===== config.mk =====
export PLATFORM = sky130hd
export DESIGN_NAME = xadc_seq_stream_tx
export DESIGN_NICKNAME = d
export VERILOG_FILES = /design/src/rtl/xadc_seq_pkg.sv /design/src/rtl/xadc_seq_fifo.sv /design/src/rtl/xadc_seq_stream_tx.sv
export SDC_FILE = /design/constraint.sdc
export NUM_CORES = 1
export LEC_CHECK = 0
export ABC_CLOCK_PERIOD_IN_PS = 2300
export CAP_MARGIN = 10
export CORE_MARGIN = 2
export CORE_UTILIZATION = 54
export DETAILED_ROUTE_END_ITERATION = 8
export PLACE_DENSITY = 0.81
export SLEW_MARGIN = 25
export SYNTH_ARGS = -nofsm -noshare
export SYNTH_HDL_FRONTEND = slang
export SYNTH_SLANG_ARGS = --single-unit

===== constraint.sdc =====
create_clock -name ap_clk -period 2.3 [get_ports ap_clk]
set_input_delay 0.46 -clock ap_clk [delete_from_list [all_inputs] [get_ports ap_clk]]
set_output_delay 0.46 -clock ap_clk [all_outputs]
set_load 0.01 [all_outputs]

===== src/rtl/xadc_seq_pkg.sv =====
// Shared types and constants for the XADC sequencer stream transmitter.
// Channel defaults, the transmit FSM state encoding and the FIFO beat layout.
package xadc_seq_pkg;

    localparam logic [4:0] CH_V_DEF   = 5'h10;
    localparam logic [4:0] CH_I_DEF   = 5'h18;
    localparam int         DRP_ADDR_W = 7;

    typedef enum logic [1:0] {
        IDLE = 2'd0,
        REQ  = 2'd1,
        WAIT = 2'd2,
        PUSH = 2'd3
    } tx_state_t;

    typedef struct packed {
        logic [4:0]  tid;
        logic [15:0] tdata;
    } seq_beat_t;

    // True when a conversion belongs to one of the two channels the estimator consumes.
    function automatic logic is_seq_channel(input logic [4:0] ch,
                                            input logic [4:0] ch_v,
                                            input logic [4:0] ch_i);
        return (ch == ch_v) || (ch == ch_i);
    endfunction

endpackage


===== src/rtl/xadc_seq_fifo.sv =====
// Synchronous FIFO of seq_beat_t samples feeding the AXI-Stream output.
// A push into a full FIFO is accepted only when a pop happens in the same cycle.
module xadc_seq_fifo
    import xadc_seq_pkg::*;
#(
    parameter  int FIFO_DEPTH = 4,
    localparam int AW         = $clog2(FIFO_DEPTH),
    localparam int LW         = AW + 1
) (
    input  logic          ap_clk,
    input  logic          ap_rst_n,
    input  logic          push,
    input  seq_beat_t     wr_beat,
    input  logic          pop,
    output seq_beat_t     rd_beat,
    output logic          full,
    output logic          empty,
    output logic [LW-1:0] level,
    output logic          push_ok
);

    seq_beat_t         mem [FIFO_DEPTH];
    logic [AW-1:0]     wr_ptr;
    logic [AW-1:0]     rd_ptr;
    logic              do_pop;

    assign empty   = (level == '0);
    assign full    = (level == LW'(FIFO_DEPTH));
    assign do_pop  = pop & ~empty;
    assign push_ok = push & (~full | do_pop);

    // Power-of-two depth: pointers wrap by natural overflow.
    always_ff @(posedge ap_clk or negedge ap_rst_n) begin
        if (!ap_rst_n) begin
            wr_ptr <= '0;
            rd_ptr <= '0;
            level  <= '0;
        end else begin
            if (push_ok) wr_ptr <= wr_ptr + 1'b1;
            if (do_pop)  rd_ptr <= rd_ptr + 1'b1;
            case ({push_ok, do_pop})
                2'b10:   level <= level + 1'b1;
                2'b01:   level <= level - 1'b1;
                default: level <= level;
            endcase
        end
    end

    always_ff @(posedge ap_clk) begin
        if (push_ok) mem[wr_ptr] <= wr_beat;
    end

    // Empty FIFO presents zeros so the stream outputs are clean after reset.
    assign rd_beat = empty ? '0 : mem[rd_ptr];

endmodule


===== src/rtl/xadc_seq_stream_tx.sv =====
// XADC end-of-conversion -> DRP read -> FIFO -> AXI-Stream transmitter (ap_clk domain).
// Define XADC_SEQ_TX_DROP_CNT_EN to implement drop_count; otherwise it reads 0.
module xadc_seq_stream_tx
    import xadc_seq_pkg::*;
#(
    parameter  int         FIFO_DEPTH  = 4,
    parameter  logic [4:0] CH_V        = CH_V_DEF,
    parameter  logic [4:0] CH_I        = CH_I_DEF,
    parameter  int         DRP_TIMEOUT = 15,
    localparam int         LW          = $clog2(FIFO_DEPTH) + 1,
    localparam int         TW          = $clog2(DRP_TIMEOUT + 1)
) (
    input  logic                  ap_clk,
    input  logic                  ap_rst_n,
    input  logic                  enable,
    input  logic                  xadc_eoc,
    input  logic [4:0]            xadc_channel,
    output logic                  drp_den,
    output logic [DRP_ADDR_W-1:0] drp_daddr,
    output logic                  drp_dwe,
    input  logic [15:0]           drp_do,
    input  logic                  drp_drdy,
    output logic [15:0]           seq_out_tdata,
    output logic [4:0]            seq_out_tid,
    output logic                  seq_out_tvalid,
    input  logic                  seq_out_tready,
    output logic [LW-1:0]         fifo_level,
    output logic                  drp_timeout_err,
    output logic [15:0]           drop_count,
    output tx_state_t             dbg_state
);

    tx_state_t     state;
    tx_state_t     state_nxt;
    logic [4:0]    cur_ch;
    logic [4:0]    pend_ch;
    logic          pend_vld;
    logic [15:0]   cap_data;
    logic [TW-1:0] timer;

    logic          eoc_ok;
    logic          serve_pend;
    logic          start_new;
    logic          capture;
    logic          set_err;
    logic          eoc_to_pend;
    logic          pend_busy;
    logic          drop_pend;

    logic          fifo_push;
    logic          fifo_pop;
    logic          fifo_push_ok;
    logic          fifo_full;
    logic          fifo_empty;
    logic          fifo_drop;
    seq_beat_t     head_beat;

    assign eoc_ok = xadc_eoc & enable & is_seq_channel(xadc_channel, CH_V, CH_I);

    always_comb begin
        state_nxt  = state;
        serve_pend = 1'b0;
        start_new  = 1'b0;
        capture    = 1'b0;
        set_err    = 1'b0;
        case (state)
            IDLE: begin
                // The older pending event wins over a fresh EOC in the same cycle.
                if (pend_vld) begin
                    state_nxt  = REQ;
                    serve_pend = 1'b1;
                end else if (eoc_ok) begin
                    state_nxt = REQ;
                    start_new = 1'b1;
                end
            end
            REQ: state_nxt = WAIT;
            WAIT: begin
                if (drp_drdy) begin
                    capture   = 1'b1;
                    state_nxt = PUSH;
                end else if (timer == TW'(DRP_TIMEOUT)) begin
                    set_err   = 1'b1;
                    state_nxt = IDLE;
                end
            end
            PUSH:    state_nxt = IDLE;
            default: state_nxt = IDLE;
        endcase
    end

    // An accepted EOC not started directly goes to the one-deep pending slot.
    assign eoc_to_pend = eoc_ok & ~start_new;
    assign pend_busy   = pend_vld & ~serve_pend;
    assign drop_pend   = eoc_to_pend & pend_busy;

    always_ff @(posedge ap_clk or negedge ap_rst_n) begin
        if (!ap_rst_n) begin
            state           <= IDLE;
            cur_ch          <= '0;
            pend_vld        <= 1'b0;
            pend_ch         <= '0;
            cap_data        <= '0;
            timer           <= '0;
            drp_timeout_err <= 1'b0;
        end else begin
            state <= state_nxt;
            if (serve_pend)     cur_ch <= pend_ch;
            else if (start_new) cur_ch <= xadc_channel;
            if (eoc_to_pend && !pend_busy) begin
                pend_vld <= 1'b1;
                pend_ch  <= xadc_channel;
            end else if (serve_pend) begin
                pend_vld <= 1'b0;
            end
            if (capture) cap_data <= drp_do;
            timer <= (state == WAIT) ? timer + 1'b1 : '0;
            if (set_err) drp_timeout_err <= 1'b1;
        end
    end

    assign drp_den   = (state == REQ);
    assign drp_daddr = {2'b00, cur_ch};
    assign drp_dwe   = 1'b0;
    assign dbg_state = state;

    // AXI-S: tvalid is level != 0; a beat transfers on tvalid & tready and the
    // head entry holds tdata/tid steady until that handshake.
    assign fifo_push = (state == PUSH);
    assign fifo_pop  = seq_out_tvalid & seq_out_tready;
    assign fifo_drop = fifo_push & ~fifo_push_ok;

    xadc_seq_fifo #(
        .FIFO_DEPTH (FIFO_DEPTH)
    ) u_fifo (
        .ap_clk   (ap_clk),
        .ap_rst_n (ap_rst_n),
        .push     (fifo_push),
        .wr_beat  ({cur_ch, cap_data}),
        .pop      (fifo_pop),
        .rd_beat  (head_beat),
        .full     (fifo_full),
        .empty    (fifo_empty),
        .level    (fifo_level),
        .push_ok  (fifo_push_ok)
    );

    assign seq_out_tvalid = ~fifo_empty;
    assign seq_out_tdata  = head_beat.tdata;
    assign seq_out_tid    = head_beat.tid;

`ifdef XADC_SEQ_TX_DROP_CNT_EN
    logic [1:0]  drop_inc;
    logic [16:0] drop_sum;
    logic        unused_full;

    assign unused_full = fifo_full;
    assign drop_inc    = {1'b0, drop_pend} + {1'b0, fifo_drop};
    assign drop_sum    = {1'b0, drop_count} + 17'(drop_inc);

    // Pending-slot and FIFO drops can coincide, so the step can be two.
    always_ff @(posedge ap_clk or negedge ap_rst_n) begin
        if (!ap_rst_n) drop_count <= '0;
        else           drop_count <= drop_sum[16] ? 16'hFFFF : drop_sum[15:0];
    end
`else
    logic unused_drop;

    assign unused_drop = drop_pend | fifo_drop | fifo_full;
    assign drop_count  = 16'd0;
`endif

endmodule


==> summary.txt, run 1 <==
Placed design
  • IO buf count: 60
  • Post-DP Area: approximately 6100 um2
  • Hpwl dp: approximately 6.3 mm
  • Gpl congestion: 0.865
  • Setup WS pre-CTS: -69.6 ps

Hold path
  • Hold Crit Class: input port to asynchronous set/reset pin

Power and ir drop
  • Worst IR Drop VDD: ~0.78 mV
  • PwrDens: between 1000 and 1500 nW/um2
  • Leakage: about 0.0027 uW

Layout
  • Ant. Diodes: 0
  • Final instance area: ~6800 um2
  • NumNets Final: roughly 440
  • Area grow syn2layout: 30.7%
  • Layout cells sized above 1: 0.355

Detailed routing
  • Total wire length: 10.5 mm
  • Post-DRT Antenna Nets: 0
  • Initial DRC count: just under 90
  • DRT Pass-1 Iters: 5
  • Vias/cell: 5.47
  • Routed WL per cell: ~19 um
  • Via count: around 3000
  • Residual DRC count: 0

Global route
  • Initial antenna violation count: 0
  • Vias in the first global route: around 3200
  • Largest net degree at the start of global routing: 25
  • Grt total ovfl: 0
  • GRT Overall Usage: 0.223
  • Global-route wire length before repair: 16.6 mm

Critical path
  • Slowest cell delay on critical path: a little under 500 ps
  • Crit path capture type: primary output
  • R2R Path End: u_fifo.level[2]
  • Worst Setup Start Kind: flop
  • Worst R2R Start: dbg_state[1]
  • Worst path slowest cell: mux4_2
  • Worst EP required: 1840 ps
  • Max FO, Critical Path: 5
  • Worst setup path class: flop to primary output
  • CP Cell Sequence: buf_12, buf_8, mux4_2, and2_4, buf_6
  • Reg2Reg Setup Slack: roughly 350 ps
  • Crit path DAT: 1990 ps
  • Worst-case reg-to-reg path depth: 7

Timing
  • Final Worst Setup Slack: -152 ps
  • Fin. Hold Viols: 0
  • Final Skew: 11.2 ps
  • RSZ-0062 raised after global routing: yes
  • Worst Max-Slew Pin Slew: 510 ps
  • Min Tclk post-route: ~2500 ps
  • Relative slew slack: 0.658
  • Final setup viols: 21
  • Max Freq: about 0.41 GHz
  • Tcrit/Tclk final: 1.07
  • Fin Hold WS: 380 ps
  • Max-slew violation count: 0

Logic synthesis
  • Most common cell in the netlist: edfxtp_1
  • Ys flop type: edfxtp_1
  • Ys async rst share: 0.328
  • Netlist cell types: 51
  • Top cell type by total area after synthesis: edfxtp_1
  • Synth warnings: 0
  • Synth top area cells: edfxtp_1 (48%), dfrtp_1 (20%), mux4_2 (9.1%)
  • Synth cell count leaders: edfxtp_1 (84), dfrtp_1 (41), and2_1 (27)
  • Syn Inst Count: 307
  • Syn Area/Cell: between 15 and 20 um2
  • Register area share after synthesis: 0.680
  • FF+latch count, synth: 125
  • Post-synth EDFFs: 84
  • Post-Syn Area: 5220 um2
  • Share of the synthesized area in the top cell type: 0.483

Clock tree
  • CTS tree: built
  • Clk Latency, worst-skew pair: approximately 500 ps
  • CTS buffer count: 17
  • Clock-pin slew on the worst setup and hold paths: roughly 60 ps
  • H-Tree Depth: 4
  • CTS Buffer Depth: 2
  • Clock root buffer: clkbuf_8
  • Num Clock Sinks: 125

Status
  • Failing checks: setup timing
  • Outcome: complete, but fails checks

Floorplanning
  • Core region area: a little over 9000 um2
  • Starting Density: 0.560
  • Die footprint: 10500 um2
  • Io pins: 80
  • # rows: 35
  • Chip Height: 102 um
  • Width of the die: roughly 100 um

Flow run
  • Max cap viols: 0
cell usage in the layout, fill, tap and decap left out, types with 2 or more instances in the layout:
| master | Yosys | layout |
|---|---|---|
| dfrtp_1 | 41 | 39 |
| a31oi_1 | 2 | 2 |
| clkdlybuf4s50_1 | 0 | 37 |
| clkbuf_8 | 0 | 2 |
| ha_1 | 5 | 5 |
| a21oi_1 | 3 | 3 |
| clkinvlp_4 | 0 | 2 |
| mux4_2 | 21 | 21 |
| nor2_1 | 6 | 6 |
| bufinv_16 | 0 | 6 |
| inv_1 | 6 | 6 |
| a221oi_1 | 2 | 2 |
| a21o_1 | 5 | 5 |
| mux2_2 | 17 | 17 |
| edfxtp_1 | 84 | 84 |
| and2_1 | 27 | 20 |
| and2b_2 | 3 | 3 |
| o221ai_1 | 2 | 2 |
| buf_6 | 0 | 11 |
| clkbuf_16 | 0 | 16 |
| a22o_1 | 3 | 3 |
| and2_4 | 0 | 7 |
| nor3_1 | 2 | 2 |
| clkinv_2 | 0 | 2 |
| nand2_1 | 6 | 6 |
| xnor2_1 | 6 | 6 |
| or2_2 | 3 | 3 |
| clkinv_4 | 0 | 3 |
| dfrtp_2 | 0 | 2 |
| buf_12 | 0 | 4 |
| buf_4 | 20 | 27 |
| buf_2 | 7 | 15 |
| o21bai_1 | 2 | 2 |
| o22ai_1 | 2 | 2 |
| conb_1 | 1 | 19 |
| nand3_1 | 2 | 2 |
worst max path at each step:
stage / from / to
after floorplan: u_fifo.level[2] / u_fifo.level[1]
after global placement: seq_out_tready / u_fifo.level[2]
after detailed placement: seq_out_tready / u_fifo.level[2]
after CTS: u_fifo.rd_ptr[0] / seq_out_tid[1]
after global routing: u_fifo.rd_ptr[0] / seq_out_tid[4]
final: u_fifo.rd_ptr[0] / seq_out_tid[4]
metrics by stage:
step                utilization  TNS [ps]  total power, uW  cells
floorplan                     -         0             4810    325
global placement          0.656         0             5960    512
detailed placement        0.656     -1110             6080    512
CTS                       0.735     -2560             9230    553
global route              0.732     -2980             9550    551
finish                    0.732     -1760             9130    551
worst max-delay path, delay by kind of cell (launching register included):
| family | cells | cell delay (ps) |
|---|---|---|
| multiplexers | 1 | 490 |
| flip-flops | 1 | 450 |
| buffers and inverters | 3 | 360 |
| AND/OR/NAND/NOR | 1 | 160 |
where the power goes:
part           internal [uW]  switching [uW]
registers               2940             319
clock network           2010             962
logic                   1620            1270
flip-flops by register name, summed over array words and instances (netlist names):
name and flops:
u_fifo.mem 84, cap_data 16, cur_ch 5, pend_ch 5
timer 4, u_fifo.level 3, dbg_state 2, u_fifo.rd_ptr 2
u_fifo.wr_ptr 2, drp_timeout_err 1, pend_vld 1
logic make-up after synthesis:
logic type,after synthesis,share of synthesized area
compound gates,28,0.0422
xor+xnor,7,0.0117
fa+ha+maj,7,0.0177
buf+inv,38,0.0434
flops,125,0.680
mux,40,0.132
other cells,1,0.000718
simple gates,61,0.0724
cell type report:
| class | count | area (um2) |
|---|---|---|
| Clock buffer | 18 | 428 |
| Clock inverter | 14 | 240 |
| Fill cell | 557 | 2500 |
| Inverter | 6 | 22.5 |
| Multi-Input combinational cell | 162 | 1540 |
| Sequential cell | 125 | 3550 |
| Tap cell | 129 | 161 |
| Timing Repair Buffer | 97 | 886 |
per-layer routing:
| layer | vias up | track usage | share of wire |
|---|---|---|---|
| met4 | 0 | 0.0964 | 0.014 |
| met3 | 12 | 0.0554 | 0.049 |
| met2 | 122 | 0.392 | 0.54 |
| li1 | 1331 | - | - |
| met5 | - | 0 | 0 |
| met1 | 1547 | 0.262 | 0.39 |
what timing repair did:
item	4_1_cts	5_1_grt
gates resized for setup	105	5
pin swaps	21	0
endpoints found under the hold margin	12	0
endpoints found under the setup margin	22	23
buffers inserted	6	0
hold buffers	1	0
cloned	2	0
Note: power is estimated with default switching activity, not from simulation.
==> inputs of run 2 (changes only) <==
Settings changed: CORE_MARGIN 2 to unset, REMOVE_ABC_BUFFERS set to 1.
==> run 2 against run 1 <==
The run still ends with setup timing left. Sequential share of layout area is 0.11 points lower. Design area is 0.24% higher. Clock skew hardly changed. Sequential power hardly changed. Fmax is 1.9% higher. Global-route usage is 0.94 points higher. Register-to-register slack better by 50 ps. Clock power is 9.1% lower. Via count is 0.13% lower. Largest cell class unchanged.
==> summary.txt, run 2 (same netlist as run 1, synthesis figures left out) <==
Critical path
  • Worst-case reg-to-reg path depth: 6 (-1)
  • Max FO, Critical Path: 7 (+2)
  • Crit path capture type: primary output
  • Worst Setup Start Kind: flop
  • R2R Path End: u_fifo.level[1]
  • Reg2Reg Setup Slack: 400 ps (+50 ps)
  • Worst R2R Start: u_fifo.level[2]
  • Worst setup path class: flop to primary output
  • Worst EP required: 1840 ps (about the same)
  • Crit path DAT: 1950 ps (-40 ps)

Status
  • Outcome: complete, but fails checks
  • Failing checks: setup timing

Clock tree
  • Clk Latency, worst-skew pair: 510 ps (about the same)
  • Clock-pin slew on the worst setup and hold paths: 60 ps (about the same)
  • H-Tree Depth: 4 (unchanged)
  • Clock root buffer: clkbuf_8
  • CTS Buffer Depth: 2 (unchanged)
  • Num Clock Sinks: 125 (unchanged)
  • CTS buffer count: 17 (unchanged)
  • CTS tree: built

Flow run
  • Max cap viols: 0 (unchanged)

Layout
  • Max FFs per register: 84 (unchanged)
  • Area grow syn2layout: 31.0%
  • Layout cells sized above 1: 0.365 (+0.00970)
  • Most frequent cells in the layout: edfxtp_1 (84), dfrtp_1 (38), clkdlybuf4s50_1 (36)
  • NumNets Final: 439 (-0.68%)
  • Top reg by flops: u_fifo.mem
  • Regs by FF count: u_fifo.mem (84), cap_data (16)
  • Most common cell after layout, fill and taps aside: edfxtp_1
  • Ant. Diodes: 0 (unchanged)

Power and ir drop
  • Leakage: 0.00270 uW (about the same)
  • Worst IR Drop VDD: 0.756 mV (-2.7%)
  • PwrDens: 1320 nW/um2 (-1.1%)
  • Tot Pwr: 9050 uW (-0.83%)

Placed design
  • Gpl congestion: 0.860 (-0.67%)
  • IO buf count: 60 (unchanged)
  • Hpwl dp: 6.23 mm (-1.3%)

Detailed routing
  • Vias/cell: 5.49 (+0.41%)
  • Residual DRC count: 0 (unchanged)
  • Post-DRT Antenna Nets: 0 (unchanged)
  • Total wire length: 10.3 mm (-1.3%)
  • DRT Pass-1 Iters: 4 (-1)
  • Via count: 3008 (-0.13%)
  • Routed WL per cell: 18.9 um (-0.77%)
  • Initial DRC count: 110 (+24%)

Timing
  • Final setup viols: 20 (-4.8%)
  • Fin. Hold Viols: 0 (unchanged)
  • Final Skew: 11.2 ps (-0.0376 ps)
  • Max-slew violation count: 0 (unchanged)
  • Min Tclk post-route: 2410 ps (-45.0 ps)
  • Final Worst Setup Slack: -107 ps (+45.0 ps)
  • Setup TNS: -1210 ps (+548 ps)
  • Max Freq: 0.415 GHz (+1.9%)
  • Relative slew slack: 0.640 (-0.0181)
  • Worst Max-Slew Pin Slew: 537 ps (+27.0 ps)
  • RSZ-0062 raised after global routing: yes
  • Tcrit/Tclk final: 1.05 (-0.0195)

Hold path
  • Hold Crit Class: input port to asynchronous set/reset pin

Global route
  • GRT Overall Usage: 0.232 (+0.00938)
  • Initial antenna violation count: 0 (unchanged)
  • Grt total ovfl: 0 (unchanged)
  • Vias in the first global route: 3141 (-0.29%)
  • Largest net degree at the start of global routing: 25 (unchanged)
  • Global-route wire length before repair: 16.6 mm (+0.54%)

Floorplanning
  • Core region area: 9280 um2 (-0.47%)
  • Die footprint: 10100 um2 (-3.9%)
  • Width of the die: 100 um (-2.0%)
  • Chip Height: 100 um (-2.0%)
  • Io pins: 80 (unchanged)
  • Starting Density: 0.562 (+0.00264)
  • # rows: 35 (unchanged)
-- run 2: metrics by stage --
step / cell area (um2) / hold slack, ps / utilization / instances / setup WS [ps]
3_3_place_gp: 6100 / 420 / 0.657 / 507 / 3.43
5_1_grt: 6840 / 435 / 0.737 / 548 / -178
2_1_floorplan: 5080 / 164 / - / 293 / 2.93
6_report: 6840 / 411 / 0.737 / 548 / -107
3_5_place_dp: 6100 / 432 / 0.657 / 507 / -53.2
4_1_cts: 6820 / 425 / 0.734 / 549 / -127
-- run 2: final cells by class --
type                    instances  area [um2]
flip-flops and latches        125        3550
fillers                       584        2440
multi-input cells             162        1550
repair buffers                 94         942
clock buffers                  17         414
clock inverters                15         195
well taps                     129         161
inverters                       6        22.5
-- run 2: report_power, final --
| group | switching, uW | internal (uW) | total, uW |
|---|---|---|---|
| clock | 947 | 1750 | 2700 |
| combinational | 1310 | 1790 | 3100 |
| sequential | 307 | 2940 | 3250 |
-- run 2: per-layer routing --
layer,track usage,part of all wire
met5,0,0
met1,0.281,0.42
met4,0.0959,0.020
met3,0.0634,0.050
met2,0.396,0.51
-- run 2: repair_timing --
action,in CTS,in global routing
cloned,1,0
hold endpoints to repair,14,0
pin swaps,21,0
buffers inserted,8,0
setup endpoints to repair,23,21
gates resized for setup,116,12
hold buffers,1,0
-- run 2: worst max-delay path, stage by stage, from the launching register on --
cell     delay [ps]
dfrtp_2         400
buf_6           120
buf_12          130
mux4_2          520
and2_4          160
buf_6           110
-- run 2: worst max-delay path by stage --
stage / start / to / slack (ps) / cells past startpoint
2_1_floorplan: u_fifo.rd_ptr[0] / seq_out_tdata[0] / 3 / 2
3_5_place_dp: seq_out_tready / u_fifo.level[2] / -50 / 7
3_3_place_gp: seq_out_tready / u_fifo.level[2] / 3 / 7
4_1_cts: u_fifo.rd_ptr[0] / seq_out_tdata[5] / -130 / 5
6_report: u_fifo.rd_ptr[0] / seq_out_tdata[5] / -110 / 5
5_1_grt: u_fifo.rd_ptr[0] / seq_out_tdata[5] / -180 / 5
==> inputs of run 3 (changes only) <==
Settings changed: GPL_ROUTABILITY_DRIVEN set to 0.
==> results of run 3 <==
No change in the layout: final DEF, timing and power equal those of run 2.
